===== src/rtl/disk_sector_server_if.sv =====
// Controller and block-storage signal bundle for disk_sector_server.
// master: the sector server; slave: controller command/FIFO side plus the storage engine.
interface disk_sector_server_if;
    logic [31:0] dsr;
    logic [31:0] dcr;
    logic [7:0]  dd0in;
    logic        dd0inclk;
    logic [7:0]  dd0out;
    logic        dd0outclk;
    logic        blk_req;
    logic        blk_we;
    logic [31:0] blk_lba;
    logic        blk_ack;
    logic [7:0]  blk_rdata;
    logic        blk_rvalid;
    logic [7:0]  blk_wdata;
    logic        blk_wvalid;
    logic        blk_wready;
    logic        blk_done;

    modport master (
        input  dsr, dd0out, blk_ack, blk_rdata, blk_rvalid, blk_wready, blk_done,
        output dcr, dd0in, dd0inclk, dd0outclk, blk_req, blk_we, blk_lba, blk_wdata, blk_wvalid
    );

    modport slave (
        output dsr, dd0out, blk_ack, blk_rdata, blk_rvalid, blk_wready, blk_done,
        input  dcr, dd0in, dd0inclk, dd0outclk, blk_req, blk_we, blk_lba, blk_wdata, blk_wvalid
    );
endinterface


===== src/rtl/disk_sector_server.sv =====
// Sector server: maps dsr drive/side/track/sector to a storage LBA and moves 512 bytes between storage and controller.
// Latency: command to blk_req 2 cycles; read byte to dd0inclk 1 cycle; write 1 byte per >=2 cycles.
// Backpressure: blk_req held until blk_ack, blk_wvalid held until blk_wready; DISK_SERVER_TIMEOUT_EN adds a storage watchdog.
module disk_sector_server #(
    parameter int unsigned SECTORS_PER_TRACK = 10,
    parameter int unsigned TRACKS            = 80,
    parameter logic [31:0] DRIVE0_BASE       = 32'h0000_0000,
    parameter logic [31:0] DRIVE1_BASE       = 32'h0000_0800,
    parameter logic [31:0] TIMEOUT_CYCLES    = 32'd50_000_000
) (
    input  logic                 clk,
    input  logic                 reset,
    disk_sector_server_if.master bus
);
    typedef enum logic [3:0] {
        S_IDLE, S_CHECK, S_REQ, S_RD_STREAM, S_WR_FETCH,
        S_WR_HOLD, S_WR_WAIT, S_DONE, S_RELEASE
    } state_t;

    localparam logic [9:0] SECTOR_BYTES = 10'd512;

    state_t      state_q, state_d;
    logic [4:0]  sector_q, sector_d;
    logic [6:0]  track_q, track_d;
    logic        side_q, side_d;
    logic        drive_q, drive_d;
    logic        wr_q, wr_d;
    logic        rnf_q, rnf_d;
    logic [31:0] lba_q, lba_d;
    logic [7:0]  dd0in_q, dd0in_d;
    logic        dd0inclk_q, dd0inclk_d;
    logic [7:0]  wdata_q, wdata_d;
    logic [9:0]  cnt_q, cnt_d;
    logic        done_pend_q, done_pend_d;

    logic        cmd_any;
    logic        ack_ok;
    logic        bad_req;
    logic [31:0] lba_off;
    logic        tmo_hit;
    logic        unused_dsr;

    assign cmd_any    = bus.dsr[17] | bus.dsr[18] | bus.dsr[20] | bus.dsr[21];
    assign ack_ok     = bus.dsr[16] & ~cmd_any;
    assign bad_req    = (sector_q == 5'd0) || (32'(sector_q) > SECTORS_PER_TRACK) ||
                        (32'(track_q) >= TRACKS);
    assign lba_off    = (32'(track_q) * 32'd2 + 32'(side_q)) * SECTORS_PER_TRACK +
                        32'(sector_q) - 32'd1;
    assign unused_dsr = ^{bus.dsr[31:22], bus.dsr[19], bus.dsr[15:13]};

`ifdef DISK_SERVER_TIMEOUT_EN
    logic [31:0] tmo_q, tmo_d;
    logic        tmo_active;

    assign tmo_active = (state_q == S_REQ) || (state_q == S_RD_STREAM) ||
                        (state_q == S_WR_FETCH) || (state_q == S_WR_HOLD) ||
                        (state_q == S_WR_WAIT);
    assign tmo_hit    = tmo_active && (tmo_q >= TIMEOUT_CYCLES - 32'd1);

    always_comb begin
        tmo_d = tmo_q;
        if (state_q == S_CHECK) begin
            tmo_d = '0;
        end else if (tmo_active) begin
            tmo_d = tmo_q + 32'd1;
        end
    end

    always_ff @(posedge clk) begin
        if (reset) begin
            tmo_q <= '0;
        end else begin
            tmo_q <= tmo_d;
        end
    end
`else
    logic unused_tmo;
    assign tmo_hit    = 1'b0;
    assign unused_tmo = ^TIMEOUT_CYCLES;
`endif

    always_ff @(posedge clk) begin
        if (reset) begin
            state_q     <= S_IDLE;
            sector_q    <= '0;
            track_q     <= '0;
            side_q      <= 1'b0;
            drive_q     <= 1'b0;
            wr_q        <= 1'b0;
            rnf_q       <= 1'b0;
            lba_q       <= '0;
            dd0in_q     <= '0;
            dd0inclk_q  <= 1'b0;
            wdata_q     <= '0;
            cnt_q       <= '0;
            done_pend_q <= 1'b0;
        end else begin
            state_q     <= state_d;
            sector_q    <= sector_d;
            track_q     <= track_d;
            side_q      <= side_d;
            drive_q     <= drive_d;
            wr_q        <= wr_d;
            rnf_q       <= rnf_d;
            lba_q       <= lba_d;
            dd0in_q     <= dd0in_d;
            dd0inclk_q  <= dd0inclk_d;
            wdata_q     <= wdata_d;
            cnt_q       <= cnt_d;
            done_pend_q <= done_pend_d;
        end
    end

    always_comb begin
        state_d     = state_q;
        sector_d    = sector_q;
        track_d     = track_q;
        side_d      = side_q;
        drive_d     = drive_q;
        wr_d        = wr_q;
        rnf_d       = rnf_q;
        lba_d       = lba_q;
        dd0in_d     = dd0in_q;
        dd0inclk_d  = 1'b0;
        wdata_d     = wdata_q;
        cnt_d       = cnt_q;
        done_pend_d = done_pend_q;

        unique case (state_q)
            S_IDLE: begin
                if (cmd_any) begin
                    sector_d    = bus.dsr[4:0];
                    track_d     = bus.dsr[11:5];
                    side_d      = bus.dsr[12];
                    drive_d     = ~bus.dsr[17] & (bus.dsr[18] | (~bus.dsr[20] & bus.dsr[21]));
                    wr_d        = ~bus.dsr[17] & ~bus.dsr[18];
                    rnf_d       = 1'b0;
                    cnt_d       = '0;
                    done_pend_d = 1'b0;
                    state_d     = S_CHECK;
                end
            end
            S_CHECK: begin
                if (bad_req) begin
                    rnf_d   = 1'b1;
                    state_d = S_DONE;
                end else begin
                    lba_d   = (drive_q ? DRIVE1_BASE : DRIVE0_BASE) + lba_off;
                    state_d = S_REQ;
                end
            end
            S_REQ: begin
                if (bus.blk_ack) begin
                    state_d = wr_q ? S_WR_FETCH : S_RD_STREAM;
                end
            end
            S_RD_STREAM: begin
                if (bus.blk_rvalid && (cnt_q != SECTOR_BYTES)) begin
                    dd0in_d    = bus.blk_rdata;
                    dd0inclk_d = 1'b1;
                    cnt_d      = cnt_q + 10'd1;
                end
                if (bus.blk_done || done_pend_q) begin
                    if (cnt_q == SECTOR_BYTES) begin
                        state_d = S_DONE;
                    end else if (cnt_d == SECTOR_BYTES) begin
                        // final byte arrived with done: let its strobe lead dcr[4]
                        done_pend_d = 1'b1;
                    end else begin
                        rnf_d   = 1'b1;
                        state_d = S_DONE;
                    end
                end
            end
            S_WR_FETCH: begin
                wdata_d = bus.dd0out;
                state_d = S_WR_HOLD;
            end
            S_WR_HOLD: begin
                if (bus.blk_wready) begin
                    cnt_d   = cnt_q + 10'd1;
                    state_d = (cnt_d == SECTOR_BYTES) ? S_WR_WAIT : S_WR_FETCH;
                end
            end
            S_WR_WAIT: begin
                if (bus.blk_done) begin
                    state_d = S_DONE;
                end
            end
            S_DONE: begin
                if (ack_ok) begin
                    rnf_d   = 1'b0;
                    state_d = S_RELEASE;
                end
            end
            S_RELEASE: begin
                if (!bus.dsr[16]) begin
                    state_d = S_IDLE;
                end
            end
            default: state_d = S_IDLE;
        endcase

        if (tmo_hit) begin
            rnf_d   = 1'b1;
            state_d = S_DONE;
        end
    end

    always_comb begin
        bus.dcr        = {27'd0, (state_q == S_DONE), rnf_q, 3'd0};
        bus.blk_req    = (state_q == S_REQ);
        bus.blk_we     = (state_q == S_REQ) && wr_q;
        bus.blk_lba    = lba_q;
        bus.blk_wvalid = (state_q == S_WR_HOLD);
        bus.blk_wdata  = wdata_q;
        // pop only from FETCH, which is always followed by HOLD, so pops never abut
        bus.dd0outclk  = (state_q == S_WR_FETCH);
        bus.dd0in      = dd0in_q;
        bus.dd0inclk   = dd0inclk_q;
    end
endmodule


===== src/flat_wrapper.sv =====
// flat-port wrapper written by rule: the top's interface ports become plain ports
module disk_sector_server_flat 
#(
    parameter int unsigned SECTORS_PER_TRACK = 10,
    parameter int unsigned TRACKS            = 80,
    parameter logic [31:0] DRIVE0_BASE       = 32'h0000_0000,
    parameter logic [31:0] DRIVE1_BASE       = 32'h0000_0800,
    parameter logic [31:0] TIMEOUT_CYCLES    = 32'd50_000_000
)
  (clk, reset, bus_dsr, bus_dd0out, bus_blk_ack, bus_blk_rdata, bus_blk_rvalid, bus_blk_wready, bus_blk_done, bus_dcr, bus_dd0in, bus_dd0inclk, bus_dd0outclk, bus_blk_req, bus_blk_we, bus_blk_lba, bus_blk_wdata, bus_blk_wvalid);
  disk_sector_server_if bus_i ();
  input  logic clk;
  input  logic reset;
  input wire logic [$bits(bus_i.dsr)-1:0] bus_dsr;
  input wire logic [$bits(bus_i.dd0out)-1:0] bus_dd0out;
  input wire logic [$bits(bus_i.blk_ack)-1:0] bus_blk_ack;
  input wire logic [$bits(bus_i.blk_rdata)-1:0] bus_blk_rdata;
  input wire logic [$bits(bus_i.blk_rvalid)-1:0] bus_blk_rvalid;
  input wire logic [$bits(bus_i.blk_wready)-1:0] bus_blk_wready;
  input wire logic [$bits(bus_i.blk_done)-1:0] bus_blk_done;
  output wire logic [$bits(bus_i.dcr)-1:0] bus_dcr;
  output wire logic [$bits(bus_i.dd0in)-1:0] bus_dd0in;
  output wire logic [$bits(bus_i.dd0inclk)-1:0] bus_dd0inclk;
  output wire logic [$bits(bus_i.dd0outclk)-1:0] bus_dd0outclk;
  output wire logic [$bits(bus_i.blk_req)-1:0] bus_blk_req;
  output wire logic [$bits(bus_i.blk_we)-1:0] bus_blk_we;
  output wire logic [$bits(bus_i.blk_lba)-1:0] bus_blk_lba;
  output wire logic [$bits(bus_i.blk_wdata)-1:0] bus_blk_wdata;
  output wire logic [$bits(bus_i.blk_wvalid)-1:0] bus_blk_wvalid;
  assign bus_i.dsr = bus_dsr;
  assign bus_i.dd0out = bus_dd0out;
  assign bus_i.blk_ack = bus_blk_ack;
  assign bus_i.blk_rdata = bus_blk_rdata;
  assign bus_i.blk_rvalid = bus_blk_rvalid;
  assign bus_i.blk_wready = bus_blk_wready;
  assign bus_i.blk_done = bus_blk_done;
  assign bus_dcr = bus_i.dcr;
  assign bus_dd0in = bus_i.dd0in;
  assign bus_dd0inclk = bus_i.dd0inclk;
  assign bus_dd0outclk = bus_i.dd0outclk;
  assign bus_blk_req = bus_i.blk_req;
  assign bus_blk_we = bus_i.blk_we;
  assign bus_blk_lba = bus_i.blk_lba;
  assign bus_blk_wdata = bus_i.blk_wdata;
  assign bus_blk_wvalid = bus_i.blk_wvalid;
  disk_sector_server #(.SECTORS_PER_TRACK(SECTORS_PER_TRACK), .TRACKS(TRACKS), .DRIVE0_BASE(DRIVE0_BASE), .DRIVE1_BASE(DRIVE1_BASE), .TIMEOUT_CYCLES(TIMEOUT_CYCLES)) u_core (.clk(clk), .reset(reset), .bus(bus_i));
endmodule

===== config.mk =====
export PLATFORM = sky130hd
export DESIGN_NAME = disk_sector_server_flat
export DESIGN_NICKNAME = d
export VERILOG_FILES = /design/src/rtl/disk_sector_server_if.sv /design/src/rtl/disk_sector_server.sv /design/src/flat_wrapper.sv
export SDC_FILE = /design/constraint.sdc
export NUM_CORES = 1
export LEC_CHECK = 0
export BUFFER_PORTS_ARGS = -buffer_cell sky130_fd_sc_hd__buf_2
export CAP_MARGIN = 20
export CORE_MARGIN = 2
export CORE_UTILIZATION = 57
export DETAILED_ROUTE_END_ITERATION = 8
export GPL_ROUTABILITY_DRIVEN = 0
export PLACE_DENSITY_LB_ADDON = 0.15
export SYNTH_ARGS = -nofsm -noshare
export SYNTH_HDL_FRONTEND = slang
export SYNTH_SLANG_ARGS = --single-unit

===== constraint.sdc =====
create_clock -name clk -period 7.9 [get_ports clk]
set_clock_uncertainty 0.15 [all_clocks]
set_input_delay 1.975 -clock clk [delete_from_list [all_inputs] [get_ports clk]]
set_output_delay 1.975 -clock clk [all_outputs]
set_load 0.01 [all_outputs]

==> results of run 1 <==
-- kinds of logic after synthesis --
group / synth area share [%]
xor+xnor: 1.703
mux: 1.325
buf+inv: 11.38
fa+ha+maj: 8.975
compound gates: 21.90
flops: 31.14
other cells: 0.08103
simple gates: 23.49
-- cell usage in the layout (no fill, tap or decap), types with 10 or more instances in the layout --
cell type	n
nand3_1	11
o21ai_0	20
dfxtp_1	72
nor3_1	22
nor2_1	41
nand2_1	110
a21oi_1	78
conb_1	30
clkbuf_8	10
ha_1	30
inv_1	36
buf_2	94
-- metrics by stage --
| step | worst slack, ps | cells | cell area (µm²) | util (%) | power, mW |
|---|---|---|---|---|---|
| 6_report | 3618 | 793 | 5181 | 66.36 | 1.864 |
| 5_1_grt | 3314 | 793 | 5181 | 66.36 | 2.046 |
| 4_1_cts | 3649 | 793 | 5181 | 66.36 | 1.867 |
| 3_5_place_dp | 3774 | 778 | 4962 | 63.56 | 1.527 |
| 3_3_place_gp | 3885 | 778 | 4962 | 63.56 | 1.493 |
| 2_1_floorplan | 4230 | 644 | 4737 | - | 1.307 |
-- flip-flops by register name, summed over array words and instances, names as in the netlist --
signal	cells
u_core.bus.blk_lba	24
u_core.cnt_q	10
u_core.bus.blk_wdata	8
u_core.bus.dd0in	8
u_core.track_q	7
u_core.sector_q	5
u_core.state_q	4
u_core.bus.dd0inclk	1
u_core.done_pend_q	1
u_core.drive_q	1
u_core.rnf_q	1
u_core.side_q	1
u_core.wr_q	1
-- power by group through the flow --
stage / Sequential [mW] / Clock, mW / Combinational [mW]
CTS: 0.519 / 0.341 / 1.01
global placement: 0.523 / 0 / 0.970
floorplan: 0.518 / 0 / 0.789
finish: 0.520 / 0.333 / 1.01
detailed placement: 0.527 / 0 / 1.00
global route: 0.533 / 0.361 / 1.15
-- per-layer routing --
metal,wire length (µm),track usage (%),vias up
met5,0,0,-
met4,251,10.63,0
li1,-,-,2218
met3,663,5.778,30
met1,4797,30.83,2085
met2,5312,45.60,157
-- final timing paths --
kind / startpoint / end / slack [ps] / cells past startpoint
max reg2reg: u_core.track_q[1] / u_core.bus.blk_lba[12] / 3720 / 14
min: u_core.bus.blk_lba[27] / u_core.bus.blk_lba[27] / 290 / 2
max: u_core.state_q[2] / bus_dd0outclk / 3620 / 5
min reg2reg: u_core.bus.blk_lba[27] / u_core.bus.blk_lba[27] / 290 / 2
-- worst max-delay path, delay by kind of cell, from the launching register on --
kind / cells / cell delay (ps)
buffers and inverters: 3 / 660
flip-flops: 1 / 620
AND/OR/NAND/NOR: 2 / 510
-- cell type report --
type,count,share of cell area (%)
clock buffers,11,2.729
multi-input cells,471,53.44
clock inverters,4,1.497
flip-flops and latches,72,27.82
inverters,37,2.681
well taps,102,2.463
repair buffers,96,9.370
==> metrics.txt, run 1 <==
CP max FO=14; worst skew pair latency=between 300 and 400 ps; fin crit share=between 50% and 60%; CP Class=flip-flop to primary output; leakage power=2.436 nW; biggest area consumer among synthesized cells=dfxtp_1; sequential group share of total power=approximately 28%; Fillers=710; status=complete, no violations; Reg area=around 1400 µm²; Synth top area share=between 30 and 40%; top-count cell post-synth=nand2_1; post-layout min period=4282 ps; sequential fraction of the synthesis area=a little over 30%; Die H=around 94 µm; final setup fails=0; htree depth=3; Overall Global Routing Usage=a little over a quarter; ANT cells=0; slowest stage delay, CP=between 600 and 700 ps; Via density=between 5 and 6; die area=8857 µm²; Root Buffer=clkbuf_8; Commonest cells post-synth=110 x nand2_1, 78 x a21oi_1, 72 x dfxtp_1; #FFs+latches synth=72; Starting Density=slightly below 60%; core box area=around 7800 µm²; setup TNS=0 ps; pin count of the biggest net entering global routing=67; Crit-path slowest cell=dfxtp_1; I/O Pins=139; CTS tree=done; CTS Hold Bufs=0; Switch Pwr=about 0.83 mW; Top FF cell, synth=dfxtp_1; Wirelength per Cell=between 10 and 15 µm; Remaining Overflow, GRT=0; post-CTS setup buffer count=0; Multi-input gate area=between 2000 and 3000 µm²; hold_ws=~290 ps; clock slew seen by the registers of the worst setup and hold paths=80 ps; Rows=32; maximum vdd drop=about 0.00014 V; vias in the first global route=4220; global-route wire length before repair=around 19000 µm; Worst-Margin Slew=slightly above 1000 ps; clk buf depth=2; Fin. Hold Viols=0; clock network power share=around 18%; Yosys cell types=62; TritonRoute pass-1 iters=5; Post-synth EDFFs=0; Net Sw Frac=about 44%; Cells after Synth=between 600 and 700; antenna violations before repair=0; Clock Sinks=72; power per standard cell area=approximately 360 nW/µm²; Post-layout nets=between 700 and 800; Via Count=between 4k and 5k; Peak Freq=around 230 MHz; synth top area cells=dfxtp_1 31%, nand2_1 8.9%, a21oi_1 8.4%; MaxCap Viol Count=0; Inserted Clock Buffers=9; CP required=roughly 5800 ps; Post-CTS Resized=0; layout cells sized above 1=between 15 and 20%; Final Max Slew Viols=0; Rel. slew slack=approximately a third; initial drt markers=approximately 240; Post-Route WL=11030 µm; number of I/O port buffers=94; worst-path cell chain=inv_1 -> nor2_1 -> nand2_1 -> clkinv_1 -> buf_2; Mapped Area=between 4000 and 5000 µm²; Area growth syn-to-layout=11.95%; CP Launch Type=flip-flop; post-synthesis async set-or-reset flop share=0%; DRC=0; combinational power share=a little over half; Ys Warns=0; Worst Hold Class=flip-flop to flip-flop; DIE WIDTH=~94 µm; crit path DAT=2160 ps; Final ANT Viol Nets=0; Final HPWL DP=8050 µm; Int Power=between 1 and 1.5 mW; Avg Synthesized Cell Area=7.526 µm²; CP Capture Type=primary output; RSZ-0062 raised after global routing=no
No activity file was read; power rests on OpenSTA's default activity.
==> inputs of run 2 (changes only) <==
--- a/config.mk
+++ b/config.mk
@@ -5,10 +5,11 @@
 export SDC_FILE = /design/constraint.sdc
 export NUM_CORES = 1
 export LEC_CHECK = 0
+export ABC_AREA = 1
 export BUFFER_PORTS_ARGS = -buffer_cell sky130_fd_sc_hd__buf_2
 export CAP_MARGIN = 20
 export CORE_MARGIN = 2
-export CORE_UTILIZATION = 57
+export CORE_UTILIZATION = 48
 export DETAILED_ROUTE_END_ITERATION = 8
 export GPL_ROUTABILITY_DRIVEN = 0
 export PLACE_DENSITY_LB_ADDON = 0.15
==> constraint.sdc (replaced) <==
create_clock -name clk -period 3.5 [get_ports clk]
set_clock_uncertainty 0.15 [all_clocks]
set_input_delay 0.875 -clock clk [delete_from_list [all_inputs] [get_ports clk]]
set_output_delay 0.875 -clock clk [all_outputs]
set_load 0.01 [all_outputs]
==> metrics.txt, run 2 <==
status=complete, no violations; Layout Cell Area excl Fill=5255 µm² (+1.4%); clk buf depth=2 (unchanged); CTS tree=done; Fillers=897 (+26%); worst-path cell chain=ha_1 -> ha_1 -> fa_1 -> inv_1 -> ha_4 -> inv_1 -> nor3_1 -> nor2_1 -> o21ai_1 -> nand2_1 -> nand3b_1 -> nand2_1 -> nor3_2 -> nor2_1 -> ha_1 -> a21oi_1; vias in the first global route=4308 (+2.1%); Die H=102.0 µm (+8.3%); number of flip-flops in the largest register=24 (unchanged); synth top area cells=dfxtp_1 31%, nand2_1 10%, ha_1 8.1%; crit path DAT=3400 ps (+1240 ps); Fin. Hold Viols=0 (unchanged); top-count cell post-synth=nand2_1; CTS Hold Bufs=0 (unchanged); clock slew seen by the registers of the worst setup and hold paths=90 ps (about the same); Overall Global Routing Usage=22.18% (-3.9 points); antenna violations before repair=0 (unchanged); DRC=0 (unchanged); layout cells sized above 1=20.11% (+2.5 points); core box area=9284 µm² (+19%); Crit-path slowest cell=fa_1; Via density=5.114 (-9.7%); Rel. slew slack=56.31% (+24 points); post-layout min period=~3300 ps; Avg Synthesized Cell Area=6.989 µm² (-7.1%); Cells after Synth=659 (+7.2%); Worst-Margin Slew=655.4 ps (-353.9 ps); #FFs+latches synth=72 (unchanged); sequential fraction of the synthesis area=31.30% (+0.15 points); combinational power share=64.2% (+10 points); Mapped Area=4606 µm² (-0.49%); Post-Route WL=11130 µm (+0.98%); Synth top area share=31.30% (+0.15 points); commonest cells after routing, fill and taps aside=127 x nand2_1, 94 x buf_2, 75 x nor2_1, 71 x dfxtp_1, 68 x inv_1; Net Sw Frac=48.80% (+4.3 points); Post-synth EDFFs=0 (unchanged); CP Launch Type=flip-flop; Placed Area=4995 µm² (+0.66%); biggest area consumer among synthesized cells=dfxtp_1; Remaining Overflow, GRT=0 (unchanged); power per standard cell area=1089 nW/µm² (+200%); post-synthesis async set-or-reset flop share=0% (unchanged); Rows=35 (+9.4%); Post-layout nets=827 (+7.0%); global-route wire length before repair=18840 µm (+0.59%); initial drt markers=222 (-8.6%); pin count of the biggest net entering global routing=32 (-52%); CP Class=flip-flop to flip-flop; Switch Pwr=2.791 mW (+240%); die area=10390 µm² (+17%); Clock Sinks=72 (unchanged); CP Capture Type=flip-flop; Via Count=4475 (-0.33%); TritonRoute pass-1 iters=5 (unchanged); Commonest cells post-synth=127 x nand2_1, 75 x nor2_1, 72 x dfxtp_1; htree depth=3 (unchanged); Inserted Clock Buffers=9 (unchanged); pre-CTS WS=79.54 ps (-3695 ps); DIE WIDTH=102.0 µm (+8.3%); maximum vdd drop=0.0006796 V (+380%); leakage power=2.703 nW (+11%); CP max FO=6 (-8); commonest non-fill, non-tap cell in the layout=nand2_1; MaxCap Viol Count=0 (unchanged); Starting Density=49.61% (-9.7 points); Top FF cell, synth=dfxtp_1; final setup fails=0 (unchanged); Area growth syn-to-layout=14.10%; Final Max Slew Viols=0 (unchanged); Int Power=2.929 mW (+180%); sequential group share of total power=22.4% (-5.5 points); number of I/O port buffers=94 (unchanged); setup TNS=0 ps (unchanged); worst setup margin=213.2 ps (-3404 ps); Worst Hold Class=flip-flop to flip-flop; Final ANT Viol Nets=0 (unchanged); crit-path most repeated cell=ha_1; clock network power share=13.3% (-4.5 points); Wirelength per Cell=12.72 µm (-8.5%); Ys Warns=0 (unchanged); ANT cells=0 (unchanged); Final HPWL DP=8407 µm (+4.4%); Root Buffer=clkbuf_8; RSZ-0062 raised after global routing=yes; fin crit share=about 94%; CP required=3620 ps (-2160 ps); I/O Pins=139 (unchanged); worst skew pair latency=350 ps (about the same); Yosys cell types=40 (-35%); Peak Freq=about 300 MHz; slowest stage delay, CP=510 ps (-110 ps); Design Power=5.720 mW (+210%)
==> run 2: final timing paths <==
check | start | to | slack [ps] | cells after the start
setup / recovery | u_core.track_q[0] | u_core.bus.blk_lba[12] | 210 | 16
hold / removal | u_core.bus.dd0in[3] | u_core.bus.dd0in[3] | 310 | 2
setup reg to reg | u_core.track_q[0] | u_core.bus.blk_lba[12] | 210 | 16
hold reg to reg | u_core.bus.dd0in[3] | u_core.bus.dd0in[3] | 310 | 2
==> run 2: what timing repair did <==
item / 4_1_cts / 5_1_grt
endpoints found under the setup margin: 0 / 13
endpoints found under the hold margin: 0 / 0
setup buffers: 0 / 1
resized for setup: 0 / 7
==> run 2: through the flow <==
stage / hold WS, ps / instances / utilization [%]
after floorplan: 278.6 / 688 / -
after global routing: 330.4 / 875 / 56.60
after detailed placement: 299.0 / 858 / 53.80
after CTS: 312.9 / 874 / 56.24
after global placement: 289.8 / 858 / 53.80
final: 312.5 / 875 / 56.60
==> run 2: worst max-delay path, delay by kind of cell (launching register included) <==
kind | cells | cell delay, ps
adder cells (fa/ha/maj) | 5 | 1590
buffers and inverters | 2 | 110
AO/OA/AOI/OAI | 2 | 280
AND/OR/NAND/NOR | 7 | 760
flip-flops | 1 | 330
==> run 2: metal layers <==
| metal | vias to the layer above | global-route usage (%) | wire length (µm) |
|---|---|---|---|
| li1 | 2254 | - | - |
| met1 | 2050 | 27.18 | 4729 |
| met2 | 147 | 39.83 | 5498 |
| met3 | 24 | 3.694 | 679 |
| met4 | 0 | 6.667 | 224 |
| met5 | - | 0 | 0 |
==> run 2: area by class of cell <==
cell class	instances	area [µm²]	share of cell area, %
clock buffers	9	123.9	2.357
flip-flops and latches	72	1443	27.45
well taps	129	161.4	3.071
inverters	78	292.8	5.571
repair buffers	100	515.5	9.810
multi-input cells	480	2616	49.79
clock inverters	7	102.6	1.952
==> run 2: cell families after synthesis <==
family / share of synthesized area [%]
AND/OR/NAND/NOR: 25.70
buffers and inverters: 14.81
AO/OA/AOI/OAI: 16.63
flip-flops: 31.30
adder cells (fa/ha/maj): 9.019
XOR/XNOR: 2.472
other: 0.08142
==> run 2: power groups by stage <==
stage	sequential (mW)	clock, mW	combinational, mW
6_report	1.28	0.762	3.67
5_1_grt	1.32	0.810	4.21
4_1_cts	1.28	0.775	3.52
3_5_place_dp	1.30	0	3.49
3_3_place_gp	1.29	0	3.43
2_1_floorplan	1.32	0	2.67
